[src/rtl/hazard_ctrl.sv]
// hazard_ctrl: load-use stall and taken-branch flush controller for a
// 5-stage MIPS pipeline, with saturating stall/flush debug counters.
// Ports:
//   clk, rst           clock, synchronous active-high reset
//   id_rs/id_rt/...    register fields of the instruction in ID
//   ex_mem_read/ex_rt  load indication and destination held in ID/EX
//   mem_branch/zero    branch resolution held in EX/MEM
//   mem_wait           memory not ready, freezes the pipeline
//   pc_write ...       combinational (Mealy) pipeline register controls
//   state              current FSM state (debug)
//   stall_cnt/flush_cnt saturating event counters
module hazard_ctrl #(
    parameter int unsigned CNT_W = 16
) (
    input  logic             clk,
    input  logic             rst,
    input  logic [4:0]       id_rs,
    input  logic [4:0]       id_rt,
    input  logic             id_uses_rt,
    input  logic             ex_mem_read,
    input  logic [4:0]       ex_rt,
    input  logic             mem_branch,
    input  logic             mem_zero,
    input  logic             mem_wait,
    output logic             pc_write,
    output logic             pc_sel_branch,
    output logic             ifid_write,
    output logic             ifid_flush,
    output logic             idex_bubble,
    output logic             idex_flush,
    output logic             exmem_flush,
    output logic [1:0]       state,
    output logic [CNT_W-1:0] stall_cnt,
    output logic [CNT_W-1:0] flush_cnt
);

    typedef enum logic [1:0] {
        RUN     = 2'd0,
        STALLED = 2'd1,
        FLUSHED = 2'd2
    } state_t;

    state_t state_q;
    state_t state_d;
    logic   stall_inc;
    logic   flush_inc;
    logic   load_use;
    logic   taken;
    logic   in_run;

    // Hazard detection; $0 never creates a dependency.
    assign load_use = ex_mem_read && (ex_rt != 5'd0) &&
                      ((ex_rt == id_rs) || (id_uses_rt && (ex_rt == id_rt)));
    assign taken    = mem_branch && mem_zero;

    // Unused encoding 3 behaves as RUN.
    assign in_run   = (state_q != STALLED) && (state_q != FLUSHED);

    assign state    = 2'(state_q);

    // State register and saturating counters.
    always_ff @(posedge clk) begin
        if (rst) begin
            state_q   <= RUN;
            stall_cnt <= '0;
            flush_cnt <= '0;
        end else begin
            state_q <= state_d;
            if (stall_inc && (stall_cnt != {CNT_W{1'b1}}))
                stall_cnt <= stall_cnt + CNT_W'(1);
            if (flush_inc && (flush_cnt != {CNT_W{1'b1}}))
                flush_cnt <= flush_cnt + CNT_W'(1);
        end
    end

    // Next state and pipeline controls; priority rst > mem_wait > taken > load_use.
    always_comb begin
        state_d       = state_q;
        stall_inc     = 1'b0;
        flush_inc     = 1'b0;
        pc_write      = 1'b1;
        pc_sel_branch = 1'b0;
        ifid_write    = 1'b1;
        ifid_flush    = 1'b0;
        idex_bubble   = 1'b0;
        idex_flush    = 1'b0;
        exmem_flush   = 1'b0;

        if (rst) begin
            state_d     = RUN;
            pc_write    = 1'b0;
            ifid_write  = 1'b0;
            ifid_flush  = 1'b1;
            idex_flush  = 1'b1;
            exmem_flush = 1'b1;
        end else if (mem_wait) begin
            // Frozen pipeline keeps hazard inputs stable; re-evaluated later.
            pc_write   = 1'b0;
            ifid_write = 1'b0;
        end else if (taken) begin
            state_d       = FLUSHED;
            flush_inc     = 1'b1;
            pc_sel_branch = 1'b1;
            ifid_flush    = 1'b1;
            idex_flush    = 1'b1;
            exmem_flush   = 1'b1;
        end else if (load_use && in_run) begin
            state_d     = STALLED;
            stall_inc   = 1'b1;
            pc_write    = 1'b0;
            ifid_write  = 1'b0;
            idex_bubble = 1'b1;
        end else begin
            // STALLED/FLUSHED mask detection for one cycle, then resume.
            state_d = RUN;
        end
    end

endmodule

[config.mk]
export PLATFORM = sky130hd
export DESIGN_NAME = hazard_ctrl
export DESIGN_NICKNAME = d
export VERILOG_FILES = /design/src/rtl/hazard_ctrl.sv
export SDC_FILE = /design/constraint.sdc
export NUM_CORES = 1
export LEC_CHECK = 0
export ABC_AREA = 1
export CAP_MARGIN = 20
export CORE_ASPECT_RATIO = 1.75
export CORE_MARGIN = 2
export CORE_UTILIZATION = 35
export DETAILED_ROUTE_END_ITERATION = 10
export PLACE_DENSITY_LB_ADDON = 0.2
export SKIP_CTS_REPAIR_TIMING = 1
export SYNTH_ARGS = -nofsm -noshare
export SYNTH_HDL_FRONTEND = slang
export SYNTH_SLANG_ARGS = --single-unit
[constraint.sdc]
create_clock -name clk -period 3.09 [get_ports clk]
set_input_delay 0.309 -clock clk [delete_from_list [all_inputs] [get_ports clk]]
set_output_delay 0.309 -clock clk [all_outputs]
set_load 0.05 [all_outputs]
==> results of run 1 <==
==> stage by stage <==
step	power [mW]	instance area, sq um	hold WS, ns	utilization
floorplan	0.517	1990	0.378	-
global placement	0.565	2650	0.459	0.479
detailed placement	0.566	2650	0.474	0.479
CTS	0.885	2730	0.483	0.493
global route	0.919	2730	0.508	0.493
finish	0.877	2730	0.476	0.493
==> critical path, stage by stage <==
cell	delay, ns
clkdlybuf4s50_1	0.56
inv_2	0.05
nand2_1	0.06
nand2_1	0.04
nor2_1	0.08
nand3_1	0.09
nand2_2	0.13
nand3_4	0.12
inv_1	0.07
clkdlybuf4s50_1	0.79
==> flip-flops by register name, summed over array words and instances (netlist names) <==
| name | cells |
|---|---|
| stall_cnt | 16 |
| flush_cnt | 16 |
| state | 2 |
==> worst paths after layout <==
| path | slack (ns) | startpoint | cells after the start | end |
|---|---|---|---|---|
| setup reg to reg | 1.30 | flush_cnt[0] | 8 | flush_cnt[12] |
| hold reg to reg | 0.48 | flush_cnt[15] | 2 | flush_cnt[15] |
| setup / recovery | 0.47 | ex_rt[1] | 10 | idex_bubble |
| hold / removal | 0.48 | flush_cnt[15] | 2 | flush_cnt[15] |
==> layout by cell type (no fill, tap or decap) <==
| cell type | instances |
|---|---|
| clkinvlp_4 | 1 |
| nor3b_1 | 2 |
| nand4_1 | 4 |
| a21oi_1 | 26 |
| nand3_4 | 1 |
| nand3_1 | 30 |
| nor2_4 | 4 |
| nand2_4 | 1 |
| nor3_2 | 1 |
| nand2_1 | 80 |
| clkbuf_8 | 5 |
| clkdlybuf4s50_1 | 62 |
| o21ai_0 | 10 |
| dfxtp_1 | 34 |
| nor3_1 | 7 |
| a31o_2 | 1 |
| inv_2 | 6 |
| nand2_2 | 2 |
| o21ai_1 | 3 |
| o21bai_1 | 1 |
| inv_1 | 39 |
| xnor2_1 | 3 |
| ha_1 | 2 |
| clkbuf_1 | 1 |
| nor2_1 | 39 |
| nand3_2 | 1 |
| nor2_2 | 4 |
| buf_4 | 1 |
| a211oi_1 | 1 |
| and3_1 | 1 |
==> report_power, final <==
group          switching, mW  internal (mW)  leakage, nW
registers            0.00166          0.439        0.274
logic                 0.0644         0.0493        0.759
clock network          0.168          0.155       0.0373
total                  0.234          0.643         1.07
==> logic make-up after synthesis <==
logic type | count (synthesis) | share of synthesized area
AOI/OAI and AO/OA | 42 | 0.110
xor gates and xnor gates | 3 | 0.0132
adders and majority gates | 2 | 0.0126
buffers and inverters | 53 | 0.113
DFF | 34 | 0.343
and+or+nand+nor | 177 | 0.408
==> area by class of cell <==
cell class	count	area, sq um
fill	579	2810
inverter	45	169
clock inverter	1	7.51
sequential	34	681
timing repair buffer	63	628
tap	76	95.1
clock buffer	6	72.6
multi-input combinational	224	1080
==> metal layers <==
layer | track usage | vias to the layer above | wire length, um
li1 | - | 1106 | -
met1 | 0.164 | 953 | 1820
met2 | 0.343 | 49 | 3090
met3 | 0.0312 | 12 | 163
met4 | 0.0575 | 0 | 126
met5 | 0 | - | 0
==> impl_results.md, run 1 <==
* Distinct cells, synth at 28
* Initial DRT Pass Iterations at 4
* Placer Congestion at 0.846
* Final period utilization at 0.848
* Average cell area after synthesis at 6.38 sq um
* Leading area contributor after synthesis: dfxtp_1
* Setup WS post-layout at 0.469 ns
* Net Count, Synth at 335
* Commonest cells post-synth: 80 x nand2_1, 39 x inv_1, 39 x nor2_1
* Clk slew on worst S/H paths at 0.07 ns
* Largest net degree at the start of global routing at 30
* Wirelength per Cell at 11.6 um
* Total number of vias at 2,120
* Chip width at 60.9 um
* Count of input and output buffers at 62
* Pre-CTS WS at 0.457 ns
* Leak pwr at 1.07 nW
* Final net count at 397
* Most frequent cell after synthesis: nand2_1
* Initial antenna violation count at 0
* Core ar. at 5540 sq um
* Insertion delay to the later sink of the worst-skew pair at 0.28 ns
* Total gr overflow at 0
* TritonCTS clock tree: done
* Most common flop cell mapped by yosys: dfxtp_1
* RSZ-0062 raised after global routing: false
* First-pass GRT wire length at 8660 um
* Post-synth EDFFs at 0
* Max_cap viols at 0
* Hold violation count in the final report at 0
* Initial Utilization at 0.358
* Critical path class: in -> out
* Synth Warn # at 0
* Final Skew at 0.0106 ns
* Worst Path Arrival at 2.31 ns
* Clock Sinks at 34
* Worst-margin pin slew at 0.508 ns
* Cell row count at 36
* Root Buffer: clkbuf_8
* Clk buf depth at 2
* TritonCTS buffer count at 5
* Die footprint at 6320 sq um
* Worst setup EP type: output pin
* Vias in the first global route at 1,992
* Top cells by area, synth: dfxtp_1 34%, nand2_1 15%, nand3_1 7.6%, inv_1 7.4%, nor2_1 7.4%
* Sequential area share after synthesis at 0.343
* Synth async-reset ratio at 0
* Fraction of layout cells with a size suffix above 1 at 0.0751
* Number of remaining DRC errors at 0
* Total track usage at 0.174
* HP Class: reg -> reg
* I/O Pins at 63
* Die height at 104 um
* Cell Area, Synth at 1990 sq um
* Power per cell area at 321 nW/um^2
* Fin crit period at 2.62 ns
* Area growth, synth to finish at 37.6%
* Setup violations, final at 0
* Post-Route WL at 5200 um
* Fin. max-slew vios at 0
* CP Launch Type: primary input
* Status: completed
* Final HPWL from detailed placement at 4110 um
* Post-Synthesis Cells at 311
* Worst VDD drop at 0.209 mV
* Non-filler cells, final at 449
* Via-to-Cell Ratio at 4.72
* ANT cells at 0
* Fmax at 382 MHz
* Largest fanout on the critical path at 6
* Post-Place Cells at 442
* H-tree levels at 2
* Rel. slew slack at 0.660
* DR iter-0 viols at 85
* CP Data Required Time at 2.78 ns
* Antenna viol nets, final at 0
* Yosys reg bits at 34
* Share of the synthesized area in the top cell type at 0.343
* Setup TNS at 0 ns
Power figures use the tool's default switching activity.
==> run 2, diff against run 1 <==
Clock period 3.09 ns to 2.6 ns, I/O delays scaled along.
==> run 2 against run 1 <==
Net effect:
- largest cell class unchanged
- critical path depth shrank 3
- utilization increased by 0.77 points
- die area stayed put
- highest routed layer unchanged
- worst hold slack worse by 0.0090 ns
==> impl_results.md, run 2 (synthesis results as in run 1) <==
* HP Class: reg -> reg
* Commonest non-fill, non-tap cell in the layout: nand2_1
* Fmax at 488 MHz
* Initial DRT Pass Iterations at 4 (unchanged)
* Count of input and output buffers at 62 (unchanged)
* Pre-CTS WS at 0.485 ns (+0.0279 ns)
* Commonest non-fill, non-tap cells in the layout: 80 x nand2_1, 55 x clkdlybuf4s50_1, 39 x inv_1, 39 x nor2_1, 34 x dfxtp_1
* First-pass GRT wire length at 8700 um (+0.47%)
* Critical path class: in -> out
* Wirelength per Cell at 11.5 um (-0.37%)
* Post-layout util at 0.501 (+0.00768)
* Placer Congestion at 0.835 (-1.3%)
* Largest fanout on the critical path at 4 (-2)
* Final Skew at 0.0122 ns (+0.00153 ns)
* Register area at 681 sq um (unchanged)
* Area growth, synth to finish at 39.8%
* Final HPWL from detailed placement at 4110 um (about the same)
* Clock Sinks at 34 (unchanged)
* Fin crit period at 2.05 ns
* Final net count at 398 (+0.25%)
* Root Buffer: clkbuf_8
* Area of the multi-input gates at 1080 sq um (unchanged)
* DR WL met3 at 177 um (+8.6%)
* I/O Pins at 63 (unchanged)
* Worst-margin pin slew at 0.519 ns (+0.0109 ns)
* Met2 WL at 3000 um (-3.0%)
* Met1 Wirelength at 1940 um (+6.3%)
* Leak pwr at 1.10 nW (+3.2%)
* Largest net degree at the start of global routing at 24 (-20%)
* Final period utilization at 0.788
* Clk slew on worst S/H paths at 0.07 ns (about the same)
* Via-to-Cell Ratio at 4.66 (-1.3%)
* Rel. slew slack at 0.653 (-0.00730)
* DR iter-0 viols at 96 (+13%)
* Placed standard-cell area at 2680 sq um (+1.0%)
* Total track usage at 0.174 (about the same)
* Power per cell area at 390 nW/um^2 (+21%)
* Fillers at 582 (+0.52%)
* Post-route cell area at 2780 sq um (+1.6%)
* Insertion delay to the later sink of the worst-skew pair at 0.29 ns (about the same)
* Core ar. at 5540 sq um (unchanged)
* TritonCTS clock tree: done
* Fin. max-slew vios at 0 (unchanged)
* Total number of vias at 2,102 (-0.85%)
* Max_cap viols at 0 (unchanged)
* Number of remaining DRC errors at 0 (unchanged)
* CP Data Required Time at 2.34 ns (-0.44 ns)
* Setup violations, final at 0 (unchanged)
* RSZ-0062 raised after global routing: false
* Worst Path Arrival at 1.79 ns (-0.52 ns)
* CP Launch Type: primary input
* Cell row count at 36 (unchanged)
* TritonCTS buffer count at 5 (unchanged)
* ANT cells at 0 (unchanged)
* Worst VDD drop at 0.365 mV (+74%)
* Clk buf depth at 2 (unchanged)
* H-tree levels at 2 (unchanged)
* Fraction of layout cells with a size suffix above 1 at 0.101 (+0.0263)
* Total gr overflow at 0 (unchanged)
* Setup WS post-layout at 0.550 ns (+0.0810 ns)
* Die footprint at 6320 sq um (unchanged)
* Vias in the first global route at 2,085 (+4.7%)
* Post-Route WL at 5210 um (about the same)
* Die height at 104 um (unchanged)
* Chip width at 60.9 um (unchanged)
* Setup TNS at 0 ns (unchanged)
* Antenna viol nets, final at 0 (unchanged)
* Worst setup EP type: output pin
* Status: completed
* Initial antenna violation count at 0 (unchanged)
* Initial Utilization at 0.358 (unchanged)
* R2R Setup Slk at 0.84 ns (-0.46 ns)
* Top Metal Used: met4
* Hold violation count in the final report at 0 (unchanged)
==> run 2: cell types whose count changed in the layout (fill, tap and decap cells not counted) <==
cell             change
clkinv_2             +1
buf_12               +3
clkbuf_8             +1
clkdlybuf4s50_1      -7
clkbuf_1             -1
buf_4                +5
==> run 2: final cells by class <==
| class | count | share of cell area |
|---|---|---|
| Multi-Input combinational cell | 224 | 0.389 |
| Sequential cell | 34 | 0.245 |
| Timing Repair Buffer | 64 | 0.236 |
| Inverter | 45 | 0.0609 |
| Tap cell | 76 | 0.0343 |
| Clock buffer | 6 | 0.0298 |
| Clock inverter | 2 | 0.00451 |
==> run 2: layer usage <==
layer / vias up / GRT usage
met3: 10 / 0.0287
met2: 47 / 0.340
met5: - / 0
met4: 0 / 0.0590
met1: 933 / 0.168
li1: 1112 / -
==> run 2: path summary, 6_finish.rpt <==
path | start | end | cells past startpoint
max | ex_rt[2] | ifid_write | 7
min | flush_cnt[15] | flush_cnt[15] | 2
max reg2reg | stall_cnt[0] | stall_cnt[4] | 11
min reg2reg | flush_cnt[15] | flush_cnt[15] | 2
==> run 2: through the flow <==
stage,hold slack (ns),instances,total power [mW]
finish,0.467,451,1.08
global route,0.509,451,1.12
CTS,0.467,451,1.09
detailed placement,0.456,443,0.678
global placement,0.454,443,0.677
floorplan,0.329,311,0.614
==> run 2: report_power, final <==
part / switching [mW] / total [mW] / internal (mW)
Clock: 0.203 / 0.416 / 0.213
Combinational: 0.0784 / 0.141 / 0.0623
Sequential: 0.00190 / 0.524 / 0.522
==> run 2: critical path, stage by stage <==
cell,delay (ns)
clkdlybuf4s50_1,0.44
inv_1,0.11
nand3_1,0.08
nor3_1,0.19
nor2_2,0.10
a21oi_1,0.41
buf_12,0.20
